## config.mk

```make
export PLATFORM = sky130hd
export DESIGN_NAME = ps2_host_tx
export DESIGN_NICKNAME = d
export VERILOG_FILES = /design/src/rtl/ps2_host_tx.sv
export SDC_FILE = /design/constraint.sdc
export NUM_CORES = 1
export LEC_CHECK = 0
export ABC_AREA = 0
export BUFFER_PORTS_ARGS = -buffer_cell sky130_fd_sc_hd__buf_2
export CELL_PAD_IN_SITES_DETAIL_PLACEMENT = 0
export CELL_PAD_IN_SITES_GLOBAL_PLACEMENT = 2
export CORE_ASPECT_RATIO = 1.4
export CORE_MARGIN = 8
export CORE_UTILIZATION = 39
export DETAILED_ROUTE_END_ITERATION = 10
export PLACE_DENSITY = 0.91
export SYNTH_ARGS = -nofsm -noshare
export SYNTH_HDL_FRONTEND = slang
export SYNTH_SLANG_ARGS = --single-unit
```

## constraint.sdc

```tcl
create_clock -name clk -period 2.7 [get_ports clk]
set_clock_uncertainty 0.05 [all_clocks]
set_input_delay 0.135 -clock clk [delete_from_list [all_inputs] [get_ports clk]]
set_output_delay 0.135 -clock clk [all_outputs]
set_load 0.03 [all_outputs]
```

## src/rtl/ps2_host_tx.sv

```systemverilog
// PS/2 host-to-device command transmitter: inhibit, request, bit shift on device clock, ACK check.
// Optional build macro PS2_TX_RETRY_EN: automatic retry (up to 2) of the same byte on NAK or timeout.
module ps2_host_tx #(
  parameter int INHIBIT_CYCLES = 10000,
  parameter int TIMEOUT_CYCLES = 2000000
) (
  input  logic       clk,
  input  logic       rst_n,
  input  logic [7:0] tx_data,
  input  logic       tx_valid,
  output logic       tx_ready,
  input  logic       ps2_clk,
  input  logic       ps2_data,
  output logic       ps2_clk_oe,
  output logic       ps2_data_oe,
  output logic       busy,
  output logic       done,
  output logic       ack_ok,
  output logic       err
);

  localparam int CNT_MAX = (INHIBIT_CYCLES > TIMEOUT_CYCLES) ? INHIBIT_CYCLES : TIMEOUT_CYCLES;
  localparam int CNT_W   = $clog2(CNT_MAX + 1);
  // The REQ cycle also holds the clock low, so INHIBIT itself lasts one cycle less.
  localparam logic [CNT_W-1:0] INH_LAST = CNT_W'(INHIBIT_CYCLES - 2);
  localparam logic [CNT_W-1:0] TO_LAST  = CNT_W'(TIMEOUT_CYCLES - 1);

  typedef enum logic [2:0] {
    IDLE,
    INHIBIT,
    REQ,
    SHIFT,
    WAIT_REL,
    DONE
  } state_t;

  state_t           state;
  state_t           state_nx;
  logic [2:0]       clk_sync;
  logic [2:0]       data_sync;
  logic             clk_prev;
  logic             clk_s;
  logic             data_s;
  logic             fall_edge;
  logic [7:0]       byte_q;
  logic             parity_q;
  logic [3:0]       bit_cnt;
  logic             data_bit;
  logic [CNT_W-1:0] cnt;
  logic             ack_q;
  logic             err_q;
  logic             accept;
  logic             timeout;
  logic             abort;
  logic             last_edge;
  logic             can_retry;

  always_ff @(posedge clk or negedge rst_n) begin
    if (!rst_n) begin
      clk_sync  <= 3'b111;
      data_sync <= 3'b111;
      clk_prev  <= 1'b1;
    end else begin
      clk_sync  <= {clk_sync[1:0], ps2_clk};
      data_sync <= {data_sync[1:0], ps2_data};
      clk_prev  <= clk_s;
    end
  end

  assign clk_s  = clk_sync[2];
  assign data_s = data_sync[2];

  // Device edges only matter once we have handed the clock over to the device.
  assign fall_edge = clk_prev & ~clk_s & ((state == SHIFT) | (state == WAIT_REL));
  assign last_edge = fall_edge & (state == SHIFT) & (bit_cnt == 4'd10);
  assign timeout   = ((state == SHIFT) | (state == WAIT_REL)) & (cnt == TO_LAST) & ~fall_edge;
  assign accept    = tx_valid & tx_ready;

`ifdef PS2_TX_RETRY_EN
  logic [1:0] retry_cnt;

  always_ff @(posedge clk or negedge rst_n) begin
    if (!rst_n) begin
      retry_cnt <= 2'd0;
    end else if (accept) begin
      retry_cnt <= 2'd0;
    end else if (state_nx == INHIBIT && state != IDLE && state != INHIBIT) begin
      retry_cnt <= retry_cnt + 2'd1;
    end
  end

  assign can_retry = (retry_cnt != 2'd2);
`else
  assign can_retry = 1'b0;
`endif

  always_ff @(posedge clk or negedge rst_n) begin
    if (!rst_n) begin
      state <= IDLE;
    end else begin
      state <= state_nx;
    end
  end

  always_comb begin
    state_nx = state;
    abort    = 1'b0;
    case (state)
      IDLE:     if (tx_valid) state_nx = INHIBIT;
      INHIBIT:  if (cnt == INH_LAST) state_nx = REQ;
      REQ:      state_nx = SHIFT;
      SHIFT: begin
        if (last_edge) begin
          state_nx = WAIT_REL;
        end else if (timeout) begin
          abort    = 1'b1;
          state_nx = can_retry ? INHIBIT : IDLE;
        end
      end
      WAIT_REL: begin
        if (clk_s && data_s) begin
          state_nx = (!ack_q && can_retry) ? INHIBIT : DONE;
        end else if (timeout) begin
          abort    = 1'b1;
          state_nx = can_retry ? INHIBIT : IDLE;
        end
      end
      DONE:     state_nx = IDLE;
      default:  state_nx = IDLE;
    endcase
  end

  // Shared counter: inhibit length, then cycles since the last device clock edge.
  always_ff @(posedge clk or negedge rst_n) begin
    if (!rst_n) begin
      cnt <= '0;
    end else if (state_nx == INHIBIT && state != INHIBIT) begin
      cnt <= '0;
    end else if (state == INHIBIT) begin
      cnt <= cnt + 1'b1;
    end else if (state == REQ || fall_edge) begin
      cnt <= '0;
    end else if (state == SHIFT || state == WAIT_REL) begin
      cnt <= cnt + 1'b1;
    end
  end

  always_ff @(posedge clk or negedge rst_n) begin
    if (!rst_n) begin
      byte_q   <= 8'h00;
      parity_q <= 1'b0;
      bit_cnt  <= 4'd0;
      data_bit <= 1'b0;
      ack_q    <= 1'b0;
      err_q    <= 1'b0;
    end else begin
      err_q <= abort & ~can_retry;
      if (accept) begin
        byte_q   <= tx_data;
        parity_q <= ~^tx_data;
        ack_q    <= 1'b0;
      end
      if (state == REQ) begin
        bit_cnt  <= 4'd0;
        data_bit <= 1'b1;
      end else if (state == SHIFT && fall_edge) begin
        bit_cnt <= bit_cnt + 4'd1;
        if (bit_cnt < 4'd8) begin
          data_bit <= ~byte_q[bit_cnt[2:0]];
        end else if (bit_cnt == 4'd8) begin
          data_bit <= ~parity_q;
        end else begin
          data_bit <= 1'b0;
        end
        if (bit_cnt == 4'd10) begin
          ack_q <= ~data_s;
        end
      end
    end
  end

  assign tx_ready    = (state == IDLE);
  assign busy        = (state != IDLE);
  assign done        = (state == DONE);
  assign ps2_clk_oe  = (state == INHIBIT) | (state == REQ);
  assign ps2_data_oe = (state == REQ) | ((state == SHIFT) & data_bit);
  assign ack_ok      = ack_q;
  assign err         = err_q;

endmodule

```

# Yosys cells after proc, flatten, opt, wreduce, memory -nomap -nowiden
# Index checks and enable logic that the tools add are counted.
[classes]
reduce_logical = 10
n_eq_ne = 11
addsub = 2
muxes = 26
bitwise_logic = 16
magnitude_cmp = 2
[ops]
columns = ["op", "count"]
rows = [
  ["21-bit two-way mux", 4],
  ["21-bit by 1-bit adder with 21-bit output (second input constant)", 1],
  ["21-bit by 14-bit equality test with 1-bit output (second input constant)", 1],
  ["21-bit equality test (second input constant)", 1],
  ["3-bit two-way mux", 5],
  ["3-bit one-hot mux with 5 select lines", 1],
  ["1-bit two-way mux", 12],
  ["1-bit bitwise AND", 8],
  ["4-bit equality test (second input constant)", 2],
  ["4-bit two-way mux", 2],
  ["8-bit XNOR reduction", 1],
  ["3-bit by 1-bit equality test with 1-bit output (second input constant)", 2],
  ["3-bit by 2-bit equality test with 1-bit output (second input constant)", 2],
  ["3-bit equality test (second input constant)", 2],
  ["1-bit NOT", 5],
  ["4-bit by 1-bit adder with 4-bit output (second input constant)", 1],
  ["3-bit by 4-bit less-than comparator with 1-bit output (second input constant)", 1],
  ["4-bit less-than comparator (second input constant)", 1],
  ["4-bit nonzero test", 1],
  ["1-bit binary-select mux with 3-bit select", 1],
  ["1-bit logical AND", 3],
  ["3-bit logical NOT", 1],
  ["3-bit by 1-bit != test with 1-bit output (second input constant)", 1],
  ["1-bit OR", 3],
  ["4 further kinds", 5],
]
[totals]
out_inout_bits = 7
in_bits = 13
ff_bits = 47
elab_cells = 78

# Longest topological paths before layout
[logic_depth]
depth_word = 11
mapped_depth = 7

# Least setup slack after synthesis
# No wires, ideal clock.
[synth_path]
path_type = "flip-flop to flip-flop"
start = "register state[2]"
end = "register byte_q[1]"
setup_time_ns = 0.125
period_less_slack_ns = 2.102
n_path_buf = 2
setup_slack_ns = 0.598
arrival_time_ns = 1.927
t_required_ns = 2.525
path_stages_with_launch = 7
path_cell_list = "dfrtp_1 -> clkbuf_1 -> or3_1 -> inv_1 -> nand2_1 -> clkbuf_1 -> mux2_2"
[synth_between]
elab_chain_len = 2
[synth_lines]
columns = ["item", "line_no", "text"]
rows = [
  ["start: declaration", "37", "state_t state;"],
  ["start signal: assignment", "101", "state <= state_nx;"],
  ["3-bit logical NOT", "182", "assign tx_ready = (state == IDLE);"],
  ["via tx_ready", "11", "output logic tx_ready,"],
  ["1-bit bitwise AND", "77", "assign accept = tx_valid & tx_ready;"],
  ["end signal: assignment", "159", "byte_q <= tx_data;"],
  ["end: declaration", "45", "logic [7:0] byte_q;"],
]
# The timed path passes the listed nets, and every way through them passes these cells.
# A chain may end at the register's enable or synchronous reset.

# Worst setup path after layout
[layout_path]
start = "register state[0]"
end = "register cnt[15]"
[layout_between]
elab_chain_len = 11
elab_cells_between_ends = 27
classes_between = "eq/ne: 6; mux: 9; bitwise: 7; reduce/logical: 5"
[layout_lines]
columns = ["item", "line_no", "text"]
rows = [
  ["3-bit by 2-bit equality test with 1-bit output or 3-bit equality test (tied branches)", "-", ""],
  ["1-bit OR", "74, 76", ""],
  ["1-bit bitwise AND", "74", "assign fall_edge = clk_prev & ~clk_s & ((state == SHIFT) | (state == WAIT_REL));"],
  ["1-bit NOT", "76", "assign timeout = ((state == SHIFT) | (state == WAIT_REL)) & (cnt == TO_LAST) & ~fall_edge;"],
  ["1-bit bitwise AND", "76", ""],
  ["3-bit two-way mux", "115, 123", ""],
  ["3-bit two-way mux, on equally long branches", "121, 113", ""],
  ["3-bit one-hot mux with 5 select lines", "108", "case (state)"],
  ["3-bit by 1-bit equality test with 1-bit output", "137", "end else if (state_nx == INHIBIT && state != INHIBIT) begin"],
  ["1-bit logical AND", "137", ""],
  ["4-bit nonzero test (no source line) or 21-bit two-way mux (tied branches)", "-", ""],
  ["end signal: assignment", "140", "cnt <= cnt + 1'b1;"],
  ["end signal: assignment", "144", "cnt <= cnt + 1'b1;"],
  ["end: declaration", "49", "logic [CNT_W-1:0] cnt;"],
]
# Several ways; a longest one is shown, not always the timed one.

==> flow_summary.json <==
{
  "setup_tns_ns": 0,
  "drive_above_1_share_pct": 21.45,
  "status": "complete, no violations",
  "start_util_pct": 39.77,
  "p_total_mw": 1.210,
  "synth_enable_flop_cells": 0,
  "relSlewSlack_pct": 29.49,
  "async_flop_share_pct": 100.0,
  "ioPinCount": 20,
  "synth_nets": 273,
  "setup_ws_ns": 0.3781,
  "p_per_area_nw_per_um2": 423.3,
  "cts_tree": "yes",
  "row_count": 35,
  "yosys.cell_count.top_type": "dfrtp_1",
  "multiInputGateArea_um2": 1310,
  "fp.coreArea_um2": 6481,
  "n_antenna_cell": 0,
  "p_leak_nw": 1.202,
  "cts_buffers": 5,
  "synth_warnings": 0,
  "period_share_pct": 85.99,
  "gp_congestion": 0.7900,
  "first_global_vias": 1979,
  "nNetsFinal": 292,
  "crit_chain": "or3b_1, o22a_1, or4_1, nand3_1",
  "slew_viol_final": 0,
  "syn_area_um2": 2577,
  "cap_violations": 0,
  "gr-usage-all-layers_pct": 12.60,
  "r2r-end": "cnt[15]$_DFFE_PN0P_",
  "fin_cells": 349,
  "cts_setup_buffers": 0,
  "fillerInstances": 648,
  "die_w_um": 84.71,
  "syn_avg_cell_area_um2": 10.11,
  "dr.pass1.iters": 4,
  "tightest_slew_ns": 1.058,
  "clk_latency_ns": 0.30,
  "post-route-min-period_ns": 2.322,
  "r2r_start": "state[0]$_DFF_PN0_",
  "vias": 2012,
  "synth_common_cells": "dfrtp_1, nand2_1, nor2_1",
  "wl_per_cell_um": 16.58,
  "synth-main-ff-cell": "dfrtp_1",
  "crit_slowest_cell": "or4_1",
  "postSynthCellCount": 255,
  "dp_hpwl_mm": 4.179,
  "antenna_found_initial": 0,
  "rsz0062_at_grt": "false",
  "hold_depth": 2,
  "drc": 0,
  "r2r.worst_path.cells": 4,
  "cts.sinks": 47,
  "area_delta_synth_final_pct": 10.87,
  "yosysTopAreaCell": "dfrtp_1",
  "hold_violations": 0,
  "place_area_um2": 2735,
  "grt_max_degree": 48,
  "via_per_inst": 5.765,
  "min-delay-start": "tx_data[5]",
  "synth_top_area_share_pct": 38.83,
  "vdd_drop_max_mv": 0.1719,
  "final_area_um2": 2858,
  "worstPathRequired_ns": 2.89,
  "cpPeakStageDelay_ns": 0.61,
  "grt_first_pass_wirelength_mm": 9.687,
  "holdPathEnd": "byte_q[5]$_DFFE_PN0P_",
  "clock.fmax_mhz": 430.7,
  "clk_pin_slew_worst_paths_ns": 0.10,
  "die_area_um2": 9503,
  "placed_cells": 338,
  "ys_seq_area_share_pct": 45.97,
  "yosysUniqueCellTypes": 54,
  "fin_util_pct": 44.09,
  "critPathMaxFanout": 23,
  "root_buffer": "clkbuf_8",
  "grt_overflow": 0,
  "wl_mm": 5.788,
  "seqCellArea_um2": 1185,
  "pre_cts_slack_ns": 0.4035,
  "io_buffers": 19,
  "critPathKind": "flop to flop",
  "fin_hold_ws_ns": 0.03177,
  "ys_ff_latch": 47,
  "drtIter0Drc": 82,
  "end_kind": "flop",
  "h-tree-depth": 2,
  "r2r_slack_ns": 0.38,
  "synthTopCellsByArea": "dfrtp_1, dfstp_2, mux2_2, xnor2_1, o21ai_0",
  "drtAntennaViolNets": 0,
  "clockBufferDepth": 2,
  "fp.dieH_um": 112.2,
  "hp-class": "input port to flop",
  "arrival_ns": 2.52,
  "critPathLaunchType": "flop",
  "setup_viol": 0
}
## state kept, by name, indices dropped and copies added (netlist names)
name       cells
ack_ok         1
bit_cnt        4
byte_q         8
clk_prev       1
clk_sync       3
cnt           21
data_bit       1
data_sync      3
err            1
parity_q       1
state          3
## cell type report
class | instances | area share, %
clock inverters | 3 | 0.8319
inverters | 8 | 1.051
multi-input cells | 187 | 45.84
well taps | 74 | 3.240
clock buffers | 5 | 2.408
flip-flops and latches | 47 | 41.46
repair buffers | 25 | 5.166
## power by group
part	leakage, nW	switching, mW	total (mW)	internal (mW)
registers	0.565	0.00395	0.717	0.713
logic	0.596	0.0276	0.0490	0.0214
clock network	0.0408	0.258	0.444	0.186
## cells in the final DEF, fill, tap and decap left out, drive strengths merged, types with 3 or more instances in the layout
cell         netlist  routed
or4                5       5
nand3             12      12
inv                8       9
nor4               5       5
o21ai             13      13
dfstp              7       7
dfrtp             40      40
xnor2              9       9
clkbuf            10       5
a21o               6       6
and3               6       6
a31oi              7       7
a21oi              9       9
and3b              3       3
dlygate4sd3        0       3
nor2              15      15
ha                 5       5
xor2               3       3
nand2             17      17
a31o               4       4
a22o               4       4
nor3               8       8
mux2               9       9
o31ai              3       3
buf                3      22
nand2b             3       3
or3                4       4
a41oi              3       3
## layer usage
metal	GRT usage [%]	vias up	share of wire, %
met2	22.61	26	53
met4	5.489	0	2.1
li1	-	988	-
met1	13.81	987	42
met5	0	-	0
met3	2.705	11	2.9
## worst max-delay path: cells and delay by family, from the launching register on
family          cells  cell delay [ns]
simple gates        3             1.20
flops               1             0.51
compound gates      1             0.50
## how the worst max path moves through the flow
| stage | slack, ns | endpoint | start |
|---|---|---|---|
| 2_1_floorplan | 0.60 | byte_q[1]$_DFFE_PN0P_ | state[2]$_DFF_PN0_ |
| 3_3_place_gp | 0.43 | cnt[15]$_DFFE_PN0P_ | state[0]$_DFF_PN0_ |
| 3_5_place_dp | 0.40 | cnt[15]$_DFFE_PN0P_ | state[0]$_DFF_PN0_ |
| 4_1_cts | 0.39 | cnt[15]$_DFFE_PN0P_ | state[0]$_DFF_PN0_ |
| 5_1_grt | 0.29 | cnt[13]$_DFFE_PN0P_ | state[0]$_DFF_PN0_ |
| 6_report | 0.38 | cnt[15]$_DFFE_PN0P_ | state[0]$_DFF_PN0_ |
## logic make-up (layout without fill, tap and decap cells)
| group | after synthesis | after routing | share of synthesized area (%) |
|---|---|---|---|
| simple gates | 95 | 95 | 21.02 |
| compound gates | 62 | 62 | 16.84 |
| flops | 47 | 47 | 45.97 |
| buf+inv | 21 | 41 | 3.204 |
| mux | 13 | 13 | 6.456 |
| xor+xnor | 12 | 12 | 4.078 |
| fa+ha+maj | 5 | 5 | 2.427 |
## timing repair
action,in CTS,in global routing
endpoints found under the hold margin,19,0
hold buffers,3,0
gates resized for setup,0,0
Power figures use the tool's default switching activity.
